File: config.mk
export PLATFORM = sky130hd
export DESIGN_NAME = fp_exception_pipe
export DESIGN_NICKNAME = d
export VERILOG_FILES = /design/src/rtl/fp_exception_pipe.sv
export SDC_FILE = /design/constraint.sdc
export NUM_CORES = 1
export LEC_CHECK = 0
export ABC_AREA = 1
export BUFFER_PORTS_ARGS = -buffer_cell sky130_fd_sc_hd__buf_2
export CAP_MARGIN = 5
export CORE_UTILIZATION = 50
export DETAILED_ROUTE_END_ITERATION = 8
export GPL_TIMING_DRIVEN = 0
export HOLD_SLACK_MARGIN = 0.06
export PLACE_DENSITY = 0.8
export SKIP_CTS_REPAIR_TIMING = 1
export SYNTH_ARGS = -nofsm -noshare
export SYNTH_HDL_FRONTEND = slang
export SYNTH_SLANG_ARGS = --single-unit
File: constraint.sdc
create_clock -name clk -period 4.3 [get_ports clk]
set_input_delay 0.215 -clock clk [delete_from_list [all_inputs] [get_ports clk]]
set_output_delay 0.215 -clock clk [all_outputs]
set_load 0.05 [all_outputs]
File: src/rtl/fp_exception_pipe.sv
// fp_exception_pipe: two-stage floating-point multiplier exception resolution with valid/ready flow control.
module fp_exception_pipe #(
  parameter int EXP_W = 8,
  parameter int MAN_W = 7
) (
  input  logic                   clk,
  input  logic                   rst,
  input  logic                   in_valid,
  output logic                   in_ready,
  input  logic [EXP_W+1:0]       expt_pd,
  input  logic [MAN_W:0]         mantissa_pd,
  input  logic                   spd,
  input  logic [EXP_W-1:0]       expa,
  input  logic [EXP_W-1:0]       expb,
  input  logic [MAN_W-1:0]       manta,
  input  logic [MAN_W-1:0]       mantb,
  input  logic                   sa,
  input  logic                   sb,
  output logic                   out_valid,
  input  logic                   out_ready,
  output logic [EXP_W+MAN_W:0]   product,
  output logic [4:0]             flags,
  input  logic                   clr_flags,
  output logic [4:0]             sticky_flags
);
  logic v1, s1, sx, az, ai, an, bz, bi, bn;
  logic [EXP_W+1:0] e1;
  logic [MAN_W-1:0] m1;
  logic adv1, adv2, acc, xfer;
  logic inv, inf, zer, ovf, unf;
  logic [4:0] res_flags;
  logic [EXP_W+MAN_W:0] res;
  logic unused_hidden;
  assign unused_hidden = mantissa_pd[MAN_W];
  assign adv2 = !out_valid || out_ready;
  assign adv1 = v1 && adv2;
  assign in_ready = !v1 || adv1;
  assign acc = in_valid && in_ready;
  assign xfer = out_valid && out_ready;
  always_ff @(posedge clk or posedge rst) begin
    if (rst) begin
      v1 <= 1'b0;
      e1 <= '0;
      m1 <= '0;
      s1 <= 1'b0;
      sx <= 1'b0;
      {az, ai, an, bz, bi, bn} <= '0;
    end else begin
      v1 <= acc || (v1 && !adv1);
      if (acc) begin
        e1 <= expt_pd;
        m1 <= mantissa_pd[MAN_W-1:0];
        s1 <= spd;
        sx <= sa ^ sb;
        az <= expa == '0 && manta == '0;
        ai <= &expa && manta == '0;
        an <= &expa && |manta;
        bz <= expb == '0 && mantb == '0;
        bi <= &expb && mantb == '0;
        bn <= &expb && |mantb;
      end
    end
  end
  // priority chain: each class is masked by every earlier one, so at most one flag is set
  always_comb begin
    inv = an || bn || (ai && bz) || (bi && az);
    inf = !inv && (ai || bi);
    zer = !inv && !inf && (az || bz);
    ovf = !inv && !inf && !zer && !e1[EXP_W+1] && (e1[EXP_W] || &e1[EXP_W-1:0]);
    unf = !inv && !inf && !zer && !ovf && (e1[EXP_W+1] || e1 == '0);
    res_flags = {unf, ovf, zer, inf, inv};
    res = inv ? {1'b0, {EXP_W{1'b1}}, {{(MAN_W-1){1'b0}}, 1'b1}} :
          inf ? {sx, {EXP_W{1'b1}}, {MAN_W{1'b0}}} :
          zer ? {sx, {(EXP_W+MAN_W){1'b0}}} :
          ovf ? {s1, {EXP_W{1'b1}}, {MAN_W{1'b0}}} :
          unf ? {s1, {(EXP_W+MAN_W){1'b0}}} :
                {s1, e1[EXP_W-1:0], m1};
  end
  always_ff @(posedge clk or posedge rst) begin
    if (rst) begin
      out_valid <= 1'b0;
      product <= '0;
      flags <= '0;
    end else if (adv2) begin
      out_valid <= v1;
      if (v1) begin
        product <= res;
        flags <= res_flags;
      end
    end
  end
  // a clear coinciding with a transfer keeps only that transfer's flags
  always_ff @(posedge clk or posedge rst) begin
    if (rst) sticky_flags <= '0;
    else if (clr_flags) sticky_flags <= xfer ? flags : '0;
    else if (xfer) sticky_flags <= sticky_flags | flags;
  end
endmodule
==> metrics <==
status=complete, no violations; Hold WC Path Type=in2reg; power density over the cells=437 nW/um^2; critical path endpoint category=output pin; share of the clock period used by the worst path=33.4%; violation count after the first detailed-routing iteration=128; per-cell via count in the routed design=5.10; post-synthesis instance total=289; count of synthesis-stage warnings from yosys=0; Buffers on Ports=82; area growth from synthesis to layout=24.4%; area enclosed by the die boundary=5140 um^2; kind of critical path=reg2out; GP Congestion=0.813; combinational family with the most area after synthesis=simple AND/OR/NAND/NOR gates; critical path peak fanout=8; most area-hungry cell type in the Yosys netlist=sky130_fd_sc_hd__dfrtp_1; post-DP HPWL=3.85 mm; compound-cell area share of the yosys netlist=8.04%; max-slew violation count=0; number of placed instances with taps included=424; final std cells w/o fill=432; number of remaining DRC errors=0; fillers=370; number of buffers on the longest clock path=2; average wire per cell in the routed design=11.6 um; Internal Pwr Total=814 uW; total routing resource utilization after global routing=21.2%; Starting Density=53.9%; Clock power frac=21.0%; height of the die=71.7 um; total nets after synthesis=345; Data required, critical path=4090 ps; final wirelength=5.02 mm; CTS buffer count=5; final-layout worst hold slack=103 ps; Synth Area in XOR/XNOR=0.361%; maximum number of pins on one net before global-route repair=34; worst vdd rail ir drop=0.144 mV; total net switching power=505 uW; clock-pin slew on the worst setup and hold paths=90 ps; simple-gate area share of the yosys netlist=30.4%; combinational share of power=32.6%; area of the core=4500 um^2; clock tree from TritonCTS=yes; count of endpoints failing hold in the final timing report=0; RSZ-0062 raised after global routing=false; part of the Yosys area used for sequential elements=54.6%; transition time at the pin with the least slew margin=492 ps; overall overflow remaining after global route=0; post-synthesis register bit count=53; adder and majority cell fraction of the synthesized area=0%; switching part of the total=38.3%; horizontal die dimension=71.7 um; global-route wire length before repair=8.55 mm; mean instance size in the synthesized netlist=8.40 um^2; post-synthesis mux area share=0%; number of primary I/O pins=84; Nets=436; register share of total power=46.4%; area of the mapped netlist=2430 um^2; clk sink count=53; initial antenna violation count=0; Setup Total Neg Slack=0 ps; share of post-route cells with drive strength above 1=30.5%; data arrival time of the worst path=1220 ps; share of Yosys cell area claimed by the top area cell type=54.6%; upper clock frequency limit=697 MHz; Post-Route Skew=5.00 ps; Clock Latency Late Sink=300 ps; max_cap viols=0; count of cell types in the netlist=25; first-pass iteration count of the detailed router=4; Slew Limit Headroom=66.9%; Setup Viol. Count Final=0; most common cell after layout, fill and taps aside=sky130_fd_sc_hd__nand2_1; H-tree levels=2; row count=24; vias after detailed routing=2,202; highest-count cells in the layout ignoring fill and taps=sky130_fd_sc_hd__nand2_1 (98), sky130_fd_sc_hd__buf_2 (84), sky130_fd_sc_hd__dfrtp_1 (53); Leakage Power=1.66 nW; vias in the first global route=1,985; element type at the critical path start=flip-flop; cell types occupying the most area after synthesis=sky130_fd_sc_hd__dfrtp_1 (55%), sky130_fd_sc_hd__nand2_1 (15%), sky130_fd_sc_hd__nand3_1 (3.7%); Diodes inserted=0; cell chosen for the clock root=sky130_fd_sc_hd__clkbuf_8; clock period minus worst slack=1440 ps; total design power=1.32 mW; number of nets with antenna violations after detailed routing=0
==> cell type report <==
type	instances	area (um^2)	area share, %
clock buffers	7	86.3	2.86
multi-input cells	202	941	31.2
plain buffers	8	62.6	2.07
well taps	52	65.1	2.15
repair buffers	84	440	14.6
inverters	26	97.6	3.23
flip-flops and latches	53	1330	43.9
==> per-stage QoR <==
step | utilization (%) | worst slack, ps | cell area [um^2]
after floorplan | - | 2600 | 2430
after global placement | 64.4 | 2200 | 2900
after detailed placement | 64.9 | 2940 | 2920
after CTS | 66.8 | 2850 | 3010
after global routing | 67.0 | 2770 | 3020
final | 67.0 | 2860 | 3020
==> power by group through the flow <==
stage / sequential (mW) / combinational, mW / clock, mW
floorplan: 0.786 / 0.145 / 0
global placement: 0.619 / 0.419 / 0
detailed placement: 0.622 / 0.429 / 0
CTS: 0.612 / 0.431 / 0.280
global route: 0.620 / 0.467 / 0.295
finish: 0.612 / 0.430 / 0.277
==> routing by layer <==
layer  vias to the layer above  global-route usage (%)  part of all wire (%)
met5                         -                       0                     0
met4                         0                    8.50                   1.8
met3                         9                    3.66                   5.6
met2                        89                    34.8                    47
met1                       994                    28.2                    46
li1                       1110                       -                     -
==> registers in the layout, indices dropped and copies added (netlist names) <==
register      count
product          16
bz                1
s1                1
m1                7
bn                1
an                1
e1               10
sticky_flags      5
flags             5
sx                1
v1                1
bi                1
az                1
out_valid         1
ai                1
==> worst paths after layout <==
check,start,to,slack (ps),cells past startpoint
max in group asynchronous,rst,e1[6],3320,4
hold / removal,mantissa_pd[5],m1[5],100,3
hold reg to reg,m1[6],product[6],470,2
setup reg to reg,ai,product[0],2890,9
setup / recovery,out_valid,in_ready,2860,2
min in group asynchronous,rst,sticky_flags[1],460,3
==> synthesized netlist by cell type <==
library cell / instances
sky130_fd_sc_hd__buf_6: 2
sky130_fd_sc_hd__o22ai_1: 1
sky130_fd_sc_hd__inv_2: 3
sky130_fd_sc_hd__buf_4: 4
sky130_fd_sc_hd__nand4_1: 4
sky130_fd_sc_hd__inv_1: 23
sky130_fd_sc_hd__dfrtp_1: 53
sky130_fd_sc_hd__nor2_2: 4
sky130_fd_sc_hd__a21oi_1: 10
sky130_fd_sc_hd__buf_2: 2
sky130_fd_sc_hd__nor4_1: 6
sky130_fd_sc_hd__nand3_1: 18
sky130_fd_sc_hd__xnor2_1: 1
sky130_fd_sc_hd__o31ai_1: 1
sky130_fd_sc_hd__o21a_1: 1
sky130_fd_sc_hd__nor2_4: 2
sky130_fd_sc_hd__nand2_2: 3
sky130_fd_sc_hd__nand2_1: 98
sky130_fd_sc_hd__nand2_4: 2
sky130_fd_sc_hd__nand3_2: 2
sky130_fd_sc_hd__o21ai_2: 1
sky130_fd_sc_hd__nand3_4: 1
sky130_fd_sc_hd__o21ai_1: 7
sky130_fd_sc_hd__nor2_1: 24
sky130_fd_sc_hd__o21ai_0: 16
==> critical path, stage by stage (launching register included) <==
cell	delay [ps]
sky130_fd_sc_hd__dfrtp_1	500
sky130_fd_sc_hd__nand3_4	150
sky130_fd_sc_hd__buf_2	270
==> logic make-up after synthesis <==
group                     count (synthesis)
xor gates and xnor gates                  1
DFF                                      53
buffers and inverters                    34
AOI/OAI and AO/OA                        37
and+or+nand+nor                         164
Power figures use the tool's default switching activity.
